**src/rtl/uart_tx_arbiter_if.sv**
```systemverilog
// Requester-side and uart_tx-side signals of the shared byte transmitter arbiter.
// The slave modport is the arbiter; the master modport is the requesters plus the uart_tx instance.
interface uart_tx_arbiter_if #(
  parameter int NUM_REQ = 4
);
  logic [NUM_REQ-1:0]   req_valid;
  logic [8*NUM_REQ-1:0] req_data;
  logic [NUM_REQ-1:0]   req_last;
  logic [NUM_REQ-1:0]   req_ready;
  logic [NUM_REQ-1:0]   grant;
  logic                 locked;
  logic                 tx_byte_rdy;
  logic [7:0]           tx_byte;
  logic                 tx_busy;
  logic                 timeout;

  modport master (
    output req_valid, req_data, req_last, tx_busy,
    input  req_ready, grant, locked, tx_byte_rdy, tx_byte, timeout
  );

  modport slave (
    input  req_valid, req_data, req_last, tx_busy,
    output req_ready, grant, locked, tx_byte_rdy, tx_byte, timeout
  );
endinterface

```
**src/rtl/uart_tx_arbiter.sv**
```systemverilog
// Round-robin arbiter sharing one uart_tx byte transmitter between NUM_REQ requesters.
// A granted requester keeps the transmitter until the byte it sends is flagged last.
//
// state     | meaning
// ARB       | pick owner (round-robin, or the locked owner); idle while uart still busy
// ISSUE     | accept owner byte (req_ready), load tx_byte, raise tx_byte_rdy
// WAIT_BUSY | hold tx_byte_rdy until uart reports busy; down-counter bounds the wait
// WAIT_DONE | wait for uart busy to fall; release grant if the frame ended
module uart_tx_arbiter #(
  parameter int NUM_REQ      = 4,
  parameter int BUSY_TIMEOUT = 16
) (
  input logic             clk,
  input logic             rst_n,
  uart_tx_arbiter_if.slave bus
);

  localparam int PW = $clog2(NUM_REQ);
  localparam int CW = $clog2(BUSY_TIMEOUT);

  typedef enum logic [1:0] {ARB, ISSUE, WAIT_BUSY, WAIT_DONE} state_t;

  state_t             state, state_d;
  logic [NUM_REQ-1:0] grant, grant_d;
  logic [PW-1:0]      owner, owner_d;
  logic [PW-1:0]      ptr, ptr_d;
  logic               locked, locked_d;
  logic               tx_byte_rdy, tx_byte_rdy_d;
  logic [7:0]         tx_byte, tx_byte_d;
  logic               timeout, timeout_d;
  logic [CW-1:0]      cnt, cnt_d;

  logic               win_found;
  logic [PW-1:0]      win_idx;
  logic [PW-1:0]      cand;

  // First valid requester after the pointer, wrapping around.
  always_comb begin
    win_found = 1'b0;
    win_idx   = '0;
    cand      = '0;
    for (int k = 1; k <= NUM_REQ; k++) begin
      cand = PW'((int'(ptr) + k) % NUM_REQ);
      if (!win_found && bus.req_valid[cand]) begin
        win_found = 1'b1;
        win_idx   = cand;
      end
    end
  end

  always_comb begin
    state_d       = state;
    grant_d       = grant;
    owner_d       = owner;
    ptr_d         = ptr;
    locked_d      = locked;
    tx_byte_rdy_d = tx_byte_rdy;
    tx_byte_d     = tx_byte;
    timeout_d     = 1'b0;
    cnt_d         = cnt;
    case (state)
      ARB: begin
        // Gating on busy covers a reset that landed mid-byte.
        if (!bus.tx_busy) begin
          if (locked) begin
            if (bus.req_valid[owner]) state_d = ISSUE;
          end else if (win_found) begin
            grant_d = NUM_REQ'(1) << win_idx;
            owner_d = win_idx;
            ptr_d   = win_idx;
            state_d = ISSUE;
          end
        end
      end
      ISSUE: begin
        tx_byte_d     = bus.req_data[{owner, 3'b000} +: 8];
        tx_byte_rdy_d = 1'b1;
        locked_d      = ~bus.req_last[owner];
        cnt_d         = CW'(BUSY_TIMEOUT - 1);
        state_d       = WAIT_BUSY;
      end
      WAIT_BUSY: begin
        if (bus.tx_busy) begin
          tx_byte_rdy_d = 1'b0;
          cnt_d         = '0;
          state_d       = WAIT_DONE;
        end else if (cnt == '0) begin
          tx_byte_rdy_d = 1'b0;
          timeout_d     = 1'b1;
          locked_d      = 1'b0;
          grant_d       = '0;
          state_d       = ARB;
        end else begin
          cnt_d = cnt - 1'b1;
        end
      end
      WAIT_DONE: begin
        if (!bus.tx_busy) begin
          state_d = ARB;
          if (!locked) grant_d = '0;
        end
      end
      default: state_d = ARB;
    endcase
  end

  always_ff @(posedge clk or negedge rst_n) begin
    if (!rst_n) begin
      state       <= ARB;
      grant       <= '0;
      owner       <= '0;
      ptr         <= PW'(NUM_REQ - 1);
      locked      <= 1'b0;
      tx_byte_rdy <= 1'b0;
      tx_byte     <= '0;
      timeout     <= 1'b0;
      cnt         <= '0;
    end else begin
      state       <= state_d;
      grant       <= grant_d;
      owner       <= owner_d;
      ptr         <= ptr_d;
      locked      <= locked_d;
      tx_byte_rdy <= tx_byte_rdy_d;
      tx_byte     <= tx_byte_d;
      timeout     <= timeout_d;
      cnt         <= cnt_d;
    end
  end

  assign bus.req_ready   = (state == ISSUE) ? grant : '0;
  assign bus.grant       = grant;
  assign bus.locked      = locked;
  assign bus.tx_byte_rdy = tx_byte_rdy;
  assign bus.tx_byte     = tx_byte;
  assign bus.timeout     = timeout;

endmodule
```
**src/flat_wrapper.sv**
```systemverilog
// flat-port wrapper written by rule: the top's interface ports become plain ports
module uart_tx_arbiter_flat 
#(
  parameter int NUM_REQ      = 4,
  parameter int BUSY_TIMEOUT = 16
)
  (clk, rst_n, bus_req_valid, bus_req_data, bus_req_last, bus_tx_busy, bus_req_ready, bus_grant, bus_locked, bus_tx_byte_rdy, bus_tx_byte, bus_timeout);
  uart_tx_arbiter_if #(.NUM_REQ(NUM_REQ)) bus_i ();
  input logic clk;
  input logic rst_n;
  input wire logic [$bits(bus_i.req_valid)-1:0] bus_req_valid;
  input wire logic [$bits(bus_i.req_data)-1:0] bus_req_data;
  input wire logic [$bits(bus_i.req_last)-1:0] bus_req_last;
  input wire logic [$bits(bus_i.tx_busy)-1:0] bus_tx_busy;
  output wire logic [$bits(bus_i.req_ready)-1:0] bus_req_ready;
  output wire logic [$bits(bus_i.grant)-1:0] bus_grant;
  output wire logic [$bits(bus_i.locked)-1:0] bus_locked;
  output wire logic [$bits(bus_i.tx_byte_rdy)-1:0] bus_tx_byte_rdy;
  output wire logic [$bits(bus_i.tx_byte)-1:0] bus_tx_byte;
  output wire logic [$bits(bus_i.timeout)-1:0] bus_timeout;
  assign bus_i.req_valid = bus_req_valid;
  assign bus_i.req_data = bus_req_data;
  assign bus_i.req_last = bus_req_last;
  assign bus_i.tx_busy = bus_tx_busy;
  assign bus_req_ready = bus_i.req_ready;
  assign bus_grant = bus_i.grant;
  assign bus_locked = bus_i.locked;
  assign bus_tx_byte_rdy = bus_i.tx_byte_rdy;
  assign bus_tx_byte = bus_i.tx_byte;
  assign bus_timeout = bus_i.timeout;
  uart_tx_arbiter #(.NUM_REQ(NUM_REQ), .BUSY_TIMEOUT(BUSY_TIMEOUT)) u_core (.clk(clk), .rst_n(rst_n), .bus(bus_i));
endmodule
```
**config.mk**
```make
export PLATFORM = sky130hd
export DESIGN_NAME = uart_tx_arbiter_flat
export DESIGN_NICKNAME = d
export VERILOG_FILES = /design/src/rtl/uart_tx_arbiter_if.sv /design/src/rtl/uart_tx_arbiter.sv /design/src/flat_wrapper.sv
export SDC_FILE = /design/constraint.sdc
export NUM_CORES = 1
export LEC_CHECK = 0
export BUFFER_PORTS_ARGS = -buffer_cell sky130_fd_sc_hd__buf_4
export CORE_MARGIN = 2
export CORE_UTILIZATION = 50
export CTS_BUF_LIST = sky130_fd_sc_hd__clkbuf_4 sky130_fd_sc_hd__clkbuf_8 sky130_fd_sc_hd__clkbuf_16
export CTS_CLUSTER_DIAMETER = 150
export DETAILED_ROUTE_END_ITERATION = 12
export PLACE_DENSITY = 0.89
export SLEW_MARGIN = 20
export SYNTH_ARGS = -nofsm -noshare
export SYNTH_HDL_FRONTEND = slang
export SYNTH_SLANG_ARGS = --single-unit
```
**constraint.sdc**
```tcl
create_clock -name clk -period 2.7 [get_ports clk]
set_input_delay 0.135 -clock clk [delete_from_list [all_inputs] [get_ports clk]]
set_output_delay 0.135 -clock clk [all_outputs]
set_load 0.02 [all_outputs]
```
Yosys cells after proc, flatten, opt, wreduce, memory -nomap -nowiden
Cells that the tools add are included.

storage, ports and cells
  register bits = 25
  input port bits = 43
  output and inout bits = 19
  logic and storage cells = 102

cells by class
  add/subtract/negate cells = 5
  $lt $le $gt $ge = 5
  equal/unequal tests = 14
  shift-type cells = 2
  muxes and demuxes = 48
  bitwise gates (word level) = 3
  reductions and logical operators = 16

operators with widths
  cell                                                                           count
  4-bit 2-to-1 mux                                                               10
  32-bit by 6-bit variable part select with 8-bit output                         1
  2-bit 2-to-1 mux                                                               11
  1-bit 2-to-1 mux                                                               16
  2-bit by 3-bit less-than comparator with 1-bit output (second input constant)  5
  1-bit binary-select mux with 2-bit select                                      6
  4-bit one-hot mux with 3 select lines                                          1
  2-bit != test (second input constant)                                          5
  2-bit one-hot mux with 4 select lines                                          1
  4-bit one-hot mux with 2 select lines                                          1
  8-bit AND reduction                                                            1
  3-bit != test (second input constant)                                          2
  5-bit AND reduction                                                            1
  2-bit by 1-bit adder with 2-bit output (second input constant)                 2
  2-bit adder (second input constant)                                            2
  2-bit == test (second input constant)                                          2
  4-bit logical NOT                                                              1
  2-bit by 1-bit != test with 1-bit output (second input constant)               2
  1-bit one-hot mux with 2 select lines                                          2
  2-bit AND reduction                                                            2
  4-bit AND reduction                                                            1
  1-bit by 2-bit left shift with 4-bit output (first input constant)             1
  4-bit by 1-bit subtractor with 4-bit output (second input constant)            1
  1-bit logical AND                                                              3
  other kinds (9)                                                                13

Depth between registers and ports, before layout
  depth after elaboration = 18
  gate-level depth with buffers = 7
  gate-level depth less buffers = 6

Worst setup path before layout
Ideal clock, no wire load.

  path type = flip-flop to flip-flop
  from = reg u_core.state[0]
  to = reg u_core.owner[0]
  library setup time = 125 ps
  data arrival time = 1,709 ps
  data required time = 2,575 ps
  slack = 867 ps
  cell stages (with the launch flop) = 7
  period minus slack after synthesis = 1,833 ps
  cell sequence = dfrtp_1 -> inv_1 -> ha_1 -> and2b_1 -> or3b_2 -> buf_2 -> mux2_2

between the ends
  cells in the longest elaborated chain, start to end = 2

RTL lines
  what                                  line                    source
  start: declaration                    uart_tx_arbiter.sv:23   state_t state, state_d;
  start signal: assignment              uart_tx_arbiter.sv:119  state <= state_d;
  2-bit logical NOT                     uart_tx_arbiter.sv:61   case (state)
  4-bit AND reduction (no source line)  --
  end signal: assignment                uart_tx_arbiter.sv:121  owner <= owner_d;
  end: declaration                      uart_tx_arbiter.sv:25   logic [PW-1:0] owner, owner_d;

Every way passes these cells.
A chain may end at the register's enable or synchronous reset.

Final worst setup path
  from = reg u_core.cnt[0]
  to = reg u_core.state[0]

between the ends
  cells in the longest elaborated chain, start to end = 3

RTL lines
  what                                                       line                    source
  start: declaration                                         uart_tx_arbiter.sv:31   logic [CW-1:0] cnt, cnt_d;
  start signal: assignment                                   uart_tx_arbiter.sv:127  cnt <= cnt_d;
  4-bit logical NOT                                          uart_tx_arbiter.sv:87   end else if (cnt == '0) begin
  3-bit by 2-bit != test with 1-bit output (no source line)  --
  5-bit AND reduction (no source line)                       --

Every way passes these cells.

==> flow_summary.json <==
{
  "crit_required_ns": 2.95,
  "grt_max_degree": 26,
  "period_needed_ns": 2.22,
  "post-cts-setup-buffers": 0,
  "synthDistinctLibCells": 38,
  "tns_ns": 0,
  "htree_levels": 1,
  "hold_viol": 0,
  "die_height_um": 60.4,
  "final-seq-area_um2": 628,
  "routed_wl_um": 3840,
  "syn_to_final_growth_pct": 33.0,
  "yosysSeqAreaShare": 0.395,
  "path_class": "flip-flop to flip-flop",
  "design.die.area_mm2": 0.00365,
  "placementRows": 20,
  "crit_path_max_fanout": 6,
  "synth.avg_cell_area_um2": 11.4,
  "fillers": 220,
  "ios": 62,
  "dp_hpwl_um": 2950,
  "synth_ff_type": "dfrtp_1",
  "arrival_ns": 2.46,
  "multi_input_area_um2": 903,
  "start_kind": "flip-flop",
  "vdd_ir_drop_max_uv": 608,
  "relSlewSlack": 0.561,
  "gp_congestion": 0.795,
  "ctsResizeCount": 0,
  "grt_pass1_vias": 1415,
  "synth_edf_count": 0,
  "yosys_register_bits": 25,
  "rsz0062_at_grt": "false",
  "ant_nets": 0,
  "post-route-util": 0.698,
  "die_w_um": 60.4,
  "synth_nets": 189,
  "cts_tree": "built",
  "cts_root_buffer": "clkbuf_4",
  "synthArstFlopShare": 1.00,
  "finClkSkew_ns": 0.00156,
  "cts_sinks": 25,
  "drive_above_1_share": 0.465,
  "tightest_slew_ns": 0.657,
  "synthCells": 139,
  "grt_pass1_wl_um": 6300,
  "run_status": "completed",
  "max_freq_mhz": 451,
  "drv_cap": 0,
  "n_antenna_cell": 0,
  "antenna_found_initial": 0,
  "vias_per_cell": 5.86,
  "fin_ws_ns": 0.485,
  "start_util": 0.525,
  "clk_path_buf_depth": 2,
  "period_share": 0.821,
  "ys_warn_count": 0,
  "cp-end-kind": "flip-flop",
  "cellLeakagePower_uw": 0.000978,
  "cts_buffers": 3,
  "insertion_delay_ns": 0.31,
  "finalSetupViolCount": 0,
  "preCtsSetupSlack_ns": 0.593,
  "ctsHoldBuffers": 1,
  "drc": 0,
  "power.density_mw_per_mm2": 1080,
  "finalMaxSlewViolations": 0,
  "post_drt_wl_per_cell_um": 15.9,
  "final_nets": 249,
  "cts.clk_slew.worst_paths_ns": 0.13,
  "drt_iter0_drc": 61,
  "hold_path_class": "primary input to flip-flop",
  "placed_area_mm2": 0.00207,
  "netlist_area_mm2": 0.00159,
  "track_usage": 0.232,
  "port_buffers": 61,
  "firstDrtPassIters": 4,
  "fin_area_mm2": 0.00211,
  "via_count": 1417,
  "grt_overflow": 0,
  "core_area_mm2": 0.00303
}
==> worst max-delay path, stage by stage, from the launching register on <==
cell and delay, ns:
dfrtp_1 0.46, inv_1 0.11, ha_1 0.17, nor3b_1 0.56
o21ai_0 0.25, a211oi_1 0.38, mux2i_1 0.23
==> flip-flops by register name, summed over array words and instances (netlist names), 2 cells and up <==
register / cells
u_core.ptr: 2
u_core.owner: 2
u_core.cnt: 4
u_core.bus.tx_byte: 8
u_core.bus.grant: 4
u_core.state: 2
==> kinds of logic (layout without fill, tap and decap cells) <==
family / after synthesis / after routing / share of synthesized area
AND/OR/NAND/NOR: 29 / 29 / 0.108
buffers and inverters: 15 / 74 / 0.0370
AO/OA/AOI/OAI: 39 / 39 / 0.167
flip-flops: 25 / 25 / 0.395
adder cells (fa/ha/maj): 7 / 7 / 0.0551
multiplexers: 24 / 24 / 0.238
==> synthesized netlist by cell type (all sizes together) (3+ instances only) <==
library cell	instances	area, um2
a21oi	3	15.0
and2	5	31.3
buf	3	13.8
clkbuf	4	15.0
dfrtp	23	576
ha	7	87.6
inv	8	30.0
mux2	11	124
mux2i	3	30.0
mux4	10	225
nand2	4	15.0
nand2b	4	25.0
nor2	4	15.0
o21a	3	22.5
o21ai	13	65.1
o31ai	5	37.5
==> metal layers <==
metal  part of all wire  track usage  vias to the layer above
li1                   -            -                      646
met1               0.37        0.268                      693
met2               0.53        0.433                       71
met3              0.082       0.0512                        7
met4              0.011       0.0603                        0
met5                  0            0                        -
==> stage by stage <==
stage	instances	power, uW	hold WS [ns]
after floorplan	139	1690	-0.161
after global placement	237	2020	0.0507
after detailed placement	237	2090	0.0569
after CTS	242	2280	0.0712
after global routing	242	2460	0.0754
final	242	2280	0.0754
==> path summary, 6_finish.rpt <==
path / from / endpoint / slack, ns / cells after the start
setup / recovery: u_core.cnt[0] / u_core.state[0] / 0.48 / 6
hold / removal: bus_tx_busy / u_core.bus.timeout / 0.08 / 2
setup reg to reg: u_core.cnt[0] / u_core.state[0] / 0.48 / 6
hold reg to reg: u_core.bus.tx_byte_rdy / u_core.bus.tx_byte_rdy / 0.50 / 2
max in group asynchronous: rst_n / u_core.ptr[1] / 2.16 / 2
min in group asynchronous: rst_n / u_core.bus.timeout / 0.24 / 2
==> power by group <==
group	internal, uW	switching [uW]	total, uW	leakage (uW)
Sequential	561	212	773	0.000297
Clock	67.8	110	178	0.0000184
Combinational	694	631	1330	0.000663
Total	1320	953	2280	0.000978
==> cell type report <==
class,count,share of cell area
tap,44,0.0260
clock buffer,4,0.0142
multi-input combinational,99,0.427
sequential,25,0.297
inverter,8,0.0142
timing repair buffer,62,0.221
==> layout by cell type (no fill, tap or decap), types with 3 or more instances in the layout <==
cell	instances
mux4_2	10
nor2_1	4
and2_1	5
o31ai_1	5
mux2i_1	3
mux2_2	11
dfrtp_1	23
o21a_1	3
nand2_1	4
inv_1	8
ha_1	7
a21oi_1	3
nand2b_1	4
buf_4	61
o21ai_0	13
clkbuf_4	4
Note: power is estimated with default switching activity, not from simulation.
